`config.mk`:
```
export PLATFORM = sky130hd
export DESIGN_NAME = fetch_sequencer
export DESIGN_NICKNAME = d
export VERILOG_FILES = /design/src/rtl/fetch_sequencer.sv
export SDC_FILE = /design/constraint.sdc
export NUM_CORES = 1
export LEC_CHECK = 0
export CORE_MARGIN = 1
export CORE_UTILIZATION = 49
export DETAILED_ROUTE_END_ITERATION = 8
export PLACE_DENSITY_LB_ADDON = 0.15
export SYNTH_ARGS = -nofsm -noshare
export SYNTH_HDL_FRONTEND = slang
export SYNTH_SLANG_ARGS = --single-unit
```
`constraint.sdc`:
```
create_clock -name clk -period 4.02 [get_ports clk]
set_input_delay 0.603 -clock clk [delete_from_list [all_inputs] [get_ports clk]]
set_output_delay 0.603 -clock clk [all_outputs]
set_load 0.005 [all_outputs]
```
`src/rtl/fetch_sequencer.sv`:
```
// Instruction-fetch control FSM: drives PC onto the address bus, waits for
// program memory (with timeout), latches the IR, bumps the PC, then runs execute.
module fetch_sequencer #(
    parameter int INSTR_W  = 16,
    parameter int WAIT_MAX = 15,
    parameter int CNT_W    = 16
) (
    input  logic               clk,
    input  logic               reset,
    input  logic               run,
    input  logic               halt_req,
    input  logic               mem_ready,
    input  logic [INSTR_W-1:0] mem_data,
    input  logic               exec_done,
    output logic               pc_out_en,
    output logic               pc_count,
    output logic               mem_rd,
    output logic               ir_load,
    output logic [INSTR_W-1:0] ir,
    output logic               exec_start,
    output logic               busy,
    output logic               halted,
    output logic               fault,
    output logic [CNT_W-1:0]   fetch_count,
    output logic [2:0]         state_dbg
);

    typedef enum logic [2:0] {
        S_IDLE  = 3'd0,
        S_ADDR  = 3'd1,
        S_WAIT  = 3'd2,
        S_LOAD  = 3'd3,
        S_INCR  = 3'd4,
        S_EXEC  = 3'd5,
        S_HALT  = 3'd6,
        S_FAULT = 3'd7
    } state_t;

    localparam logic [7:0] WAIT_LAST = 8'(WAIT_MAX - 1);

    state_t             r_state;
    state_t             w_state_next;
    logic [7:0]         r_wait_cnt;
    logic [INSTR_W-1:0] r_ir;
    logic [CNT_W-1:0]   r_fetch_count;
    logic               r_exec_first;

    always_ff @(posedge clk) begin
        if (reset) begin
            r_state       <= S_IDLE;
            r_wait_cnt    <= 8'd0;
            r_ir          <= '0;
            r_fetch_count <= '0;
            r_exec_first  <= 1'b0;
        end else begin
            r_state <= w_state_next;
            // Only INCR leads into EXEC, so this marks exactly the first EXEC cycle.
            r_exec_first <= (r_state == S_INCR);
            case (r_state)
                S_ADDR: r_wait_cnt <= 8'd0;
                S_WAIT: begin
                    if (mem_ready) begin
                        r_ir <= mem_data;
                    end else if (r_wait_cnt != WAIT_LAST) begin
                        r_wait_cnt <= r_wait_cnt + 8'd1;
                    end
                end
                S_INCR: r_fetch_count <= r_fetch_count + {{(CNT_W-1){1'b0}}, 1'b1};
                default: ;
            endcase
        end
    end

    always_comb begin
        w_state_next = r_state;
        pc_out_en    = 1'b0;
        pc_count     = 1'b0;
        mem_rd       = 1'b0;
        ir_load      = 1'b0;
        exec_start   = 1'b0;
        busy         = 1'b1;
        halted       = 1'b0;
        fault        = 1'b0;
        case (r_state)
            S_IDLE: begin
                busy = 1'b0;
                if (run) w_state_next = S_ADDR;
            end
            S_ADDR: begin
                pc_out_en    = 1'b1;
                mem_rd       = 1'b1;
                w_state_next = S_WAIT;
            end
            S_WAIT: begin
                pc_out_en = 1'b1;
                mem_rd    = 1'b1;
                // Ready in the last permitted cycle beats the timeout.
                if (mem_ready) begin
                    w_state_next = S_LOAD;
                end else if (r_wait_cnt == WAIT_LAST) begin
                    w_state_next = S_FAULT;
                end
            end
            S_LOAD: begin
                ir_load      = 1'b1;
                w_state_next = S_INCR;
            end
            S_INCR: begin
                pc_count     = 1'b1;
                w_state_next = S_EXEC;
            end
            S_EXEC: begin
                exec_start = r_exec_first;
                if (exec_done) begin
                    if (halt_req)  w_state_next = S_HALT;
                    else if (run)  w_state_next = S_ADDR;
                    else           w_state_next = S_IDLE;
                end
            end
            S_HALT: begin
                busy   = 1'b0;
                halted = 1'b1;
                if (!run) w_state_next = S_IDLE;
            end
            S_FAULT: begin
                busy  = 1'b0;
                fault = 1'b1;
            end
            default: w_state_next = S_IDLE;
        endcase
    end

    assign ir          = r_ir;
    assign fetch_count = r_fetch_count;
    assign state_dbg   = r_state;

endmodule

```
==> impl_results.md <==
- Highest cell delay on the worst timing path: around 730 ps
- Number of buffers inserted to repair setup after CTS: 0
- Die height: ~66 µm
- Synth-to-Final Area Change: 37.7%
- Max transition margin: 35.8%
- Post-DR vias/cell: 5.38
- # setup viols final: 0
- TritonCTS clock tree: yes
- Delay-heaviest family, CP: flip-flops
- First-pass detailed-route iteration total: 4
- Critical path depth in cells: 3
- Cell area after layout: between 2000 and 3000 µm²
- Initial antenna violation count: 0
- Number of buffers added by the clock tree synthesis step: 5
- Worst clock skew: 4.69 ps
- Global-route total usage across every layer: 21.5%
- Sum of buffers and inverters on the critical path: 2
- Final TNS setup: 0 ps
- Cell area reported after detailed placement: 2670 µm²
- Grt total ovfl: 0
- DP Worst Slack: about 1300 ps
- Run status: complete, no violations
- Leading cell types by count after synthesis: 45 x nand2_1, 44 x dfxtp_1, 27 x a21oi_1, 18 x nor2_1
- Final Net Count: 327
- Final routed DRC violation total: 0
- Most numerous cell in the Yosys netlist: nand2_1
- Master of the slowest instance on the critical path: dfxtp_1
- Critical path arrival: 2300 ps
- Library cell with the largest summed area after synthesis: dfxtp_1
- Num Clock Sinks: 44
- Synthesized net count: 269
- Top-Level Pins: 65
- Worst path required time: 3420 ps
- Min Clock Period, post-route: 2900 ps
- Hold path cells: 2
- H-tree levels: 2
- Footprint of the flip-flops and latches: 881 µm²
- Starting DRC count in detailed routing: between 100 and 150
- Worst reg2reg setup slack: approximately 1500 ps
- Number of distinct library cells after synthesis: 46
- Maximum buffer depth of the clock tree: 2
- Total number of vias: roughly 1900
- Category of the worst setup path capture point: primary output
- Primary flip-flop cell chosen by synthesis mapping: dfxtp_1
- Slew at the pin closest to its max-slew limit: about 960 ps
- Die width: about 66 µm
- Number of synthesized register bits: 44
- Fill cell total of the finished layout: 310
- Clock network latency to the later pin of the worst-skew pair: 290 ps
- IO Port Bufs: 64
- Reg-to-Reg Start: state_dbg[2]
- Unrepaired setup endpoints after global routing: no
- Number of standard cells after synthesis: 244
- Class of the tightest hold or removal check: reg -> reg
- Starting density of the core: 53.3%
- Number of hold-repair buffers added at the cts stage: 0
- Routed Antenna Nets: 0
- Category of the worst setup path launch point: flop
- Static Leak: 0.978 nW
- Last weighted congestion value of the routability-driven placer: 0.796
- Routed WL per cell: roughly 13 µm
- Die outline area: 4390 µm²
- Maximum VDD drop: 0.244 mV
- CORE AREA: around 3800 µm²
- Multi-input gate area: 1060 µm²
- Post-synthesis async set-or-reset flop share: 0%
- Number of diodes added for antenna fixing: 0
- Endpoint with the worst hold slack: ir[4]
- F_max: around 0.34 GHz
- HPWL after detailed placement: 3100 µm
- Share of final-layout standard cells stronger than drive strength 1: 5.28%
- Register clock-pin slew on the reported worst setup and hold paths: around 80 ps
- Cells along the critical path: or3b_1 > clkinv_1 > clkdlybuf4s50_1
- Total count of max-transition violations in the final report: 0
- First-pass GRT wire length: 7280 µm
- Largest fanout of any net on the critical path: 23
- Pin count of the biggest net entering global routing: 40
- Root Driver: clkbuf_8
- Kind of critical path: reg -> out
- Logic depth of the worst register-to-register path: 4
- Crit share post-route: 72.2%
- Via count of the first global-routing pass: 1695
- Warnings, synthesis: 0
- Quantity of gates resized following cts: 0
- Max-cap check violation count: 0
- Setup ws final: between 1000 and 1500 ps
- Synth Cell Area: between 2000 and 2500 µm²
- Number of enable-type register cells in the synthesized netlist: 0
- Power density relative to cell area: 477 nW/µm²
- Mean instance size in the synthesized netlist: 8.29 µm²
- Portion of the post-synthesis area used by sequential elements: 43.5%
- Fraction of the core area covered by cells at the end of the flow: 73.4%
- Final routed wirelength across all metal layers: 4470 µm
- Cell row count: 22
- Final hold vios: 0
- Hold path startpoint: ir[4]
- Destination of the worst register-to-register timing path: fetch_count[12]
- Top cells by area in the synthesized netlist: dfxtp_1 44%, nand2_1 8.3%, a21oi_1 6.7%
- Area share of the largest cell type after synthesis: 43.5%
[area by class of cell]
type | instances | share of cell area (%)
multi-input combinational | 181 | 37.9
sequential | 44 | 31.6
inverter | 5 | 0.674
clock inverter | 2 | 1.39
clock buffer | 6 | 2.96
timing repair buffer | 65 | 23.3
tap | 48 | 2.16
[power by group]
group | internal (mW) | total [mW] | switching, mW
combinational | 0.231 | 0.418 | 0.187
sequential | 0.476 | 0.562 | 0.0864
clock | 0.203 | 0.349 | 0.146
[per-layer routing]
layer | up-vias | part of all wire, % | wire [µm] | global-route usage, %
met1 | 860 | 46 | 2070 | 25.7
met4 | 0 | 0.98 | 44 | 7.98
li1 | 972 | - | - | -
met3 | 5 | 6.2 | 276 | 5.00
met2 | 50 | 47 | 2090 | 37.0
met5 | - | 0 | 0 | 0
[registers in the layout, summed over array words and instances (netlist names)]
register	count
r_exec_first	1
r_wait_cnt	8
ir	16
state_dbg	3
fetch_count	16
[worst register-to-register path: stages, from the launching register on]
cell     delay [ps]
dfxtp_1         730
or3b_1          550
or4_4           620
or3_1           370
a21oi_1         140
[worst max path at each step]
stage / to / slack (ps) / start
finish: pc_count / 1120 / state_dbg[2]
global route: pc_count / 1010 / state_dbg[2]
CTS: pc_count / 1140 / state_dbg[2]
detailed placement: r_wait_cnt[1] / 1300 / mem_ready
global placement: r_wait_cnt[1] / 1330 / mem_ready
floorplan: r_wait_cnt[1] / 1910 / mem_ready
[cell families after synthesis]
kind of cell    synth area share [%]
flops                           43.5
fa+ha+maj                       1.86
mux                             1.05
compound gates                  14.0
xor+xnor                        5.63
buf+inv                         4.45
simple gates                    29.5
[cell usage in the layout (no fill, tap or decap), types with 7 or more instances in the layout]
master and instances:
clkdlybuf4s50_1 64, nand2_1 45, nand3_1 10, xor2_1 7, nor2_1 18, dfxtp_1 44
a21oi_1 27
[through the flow]
| stage | total power, mW | hold WS (ps) | cells |
|---|---|---|---|
| after floorplan | 0.812 | 453 | 244 |
| after global placement | 0.980 | 441 | 343 |
| after detailed placement | 0.987 | 447 | 343 |
| after CTS | 1.34 | 458 | 351 |
| after global routing | 1.41 | 469 | 351 |
| final | 1.33 | 457 | 351 |
(Power assumes the default switching activity.)
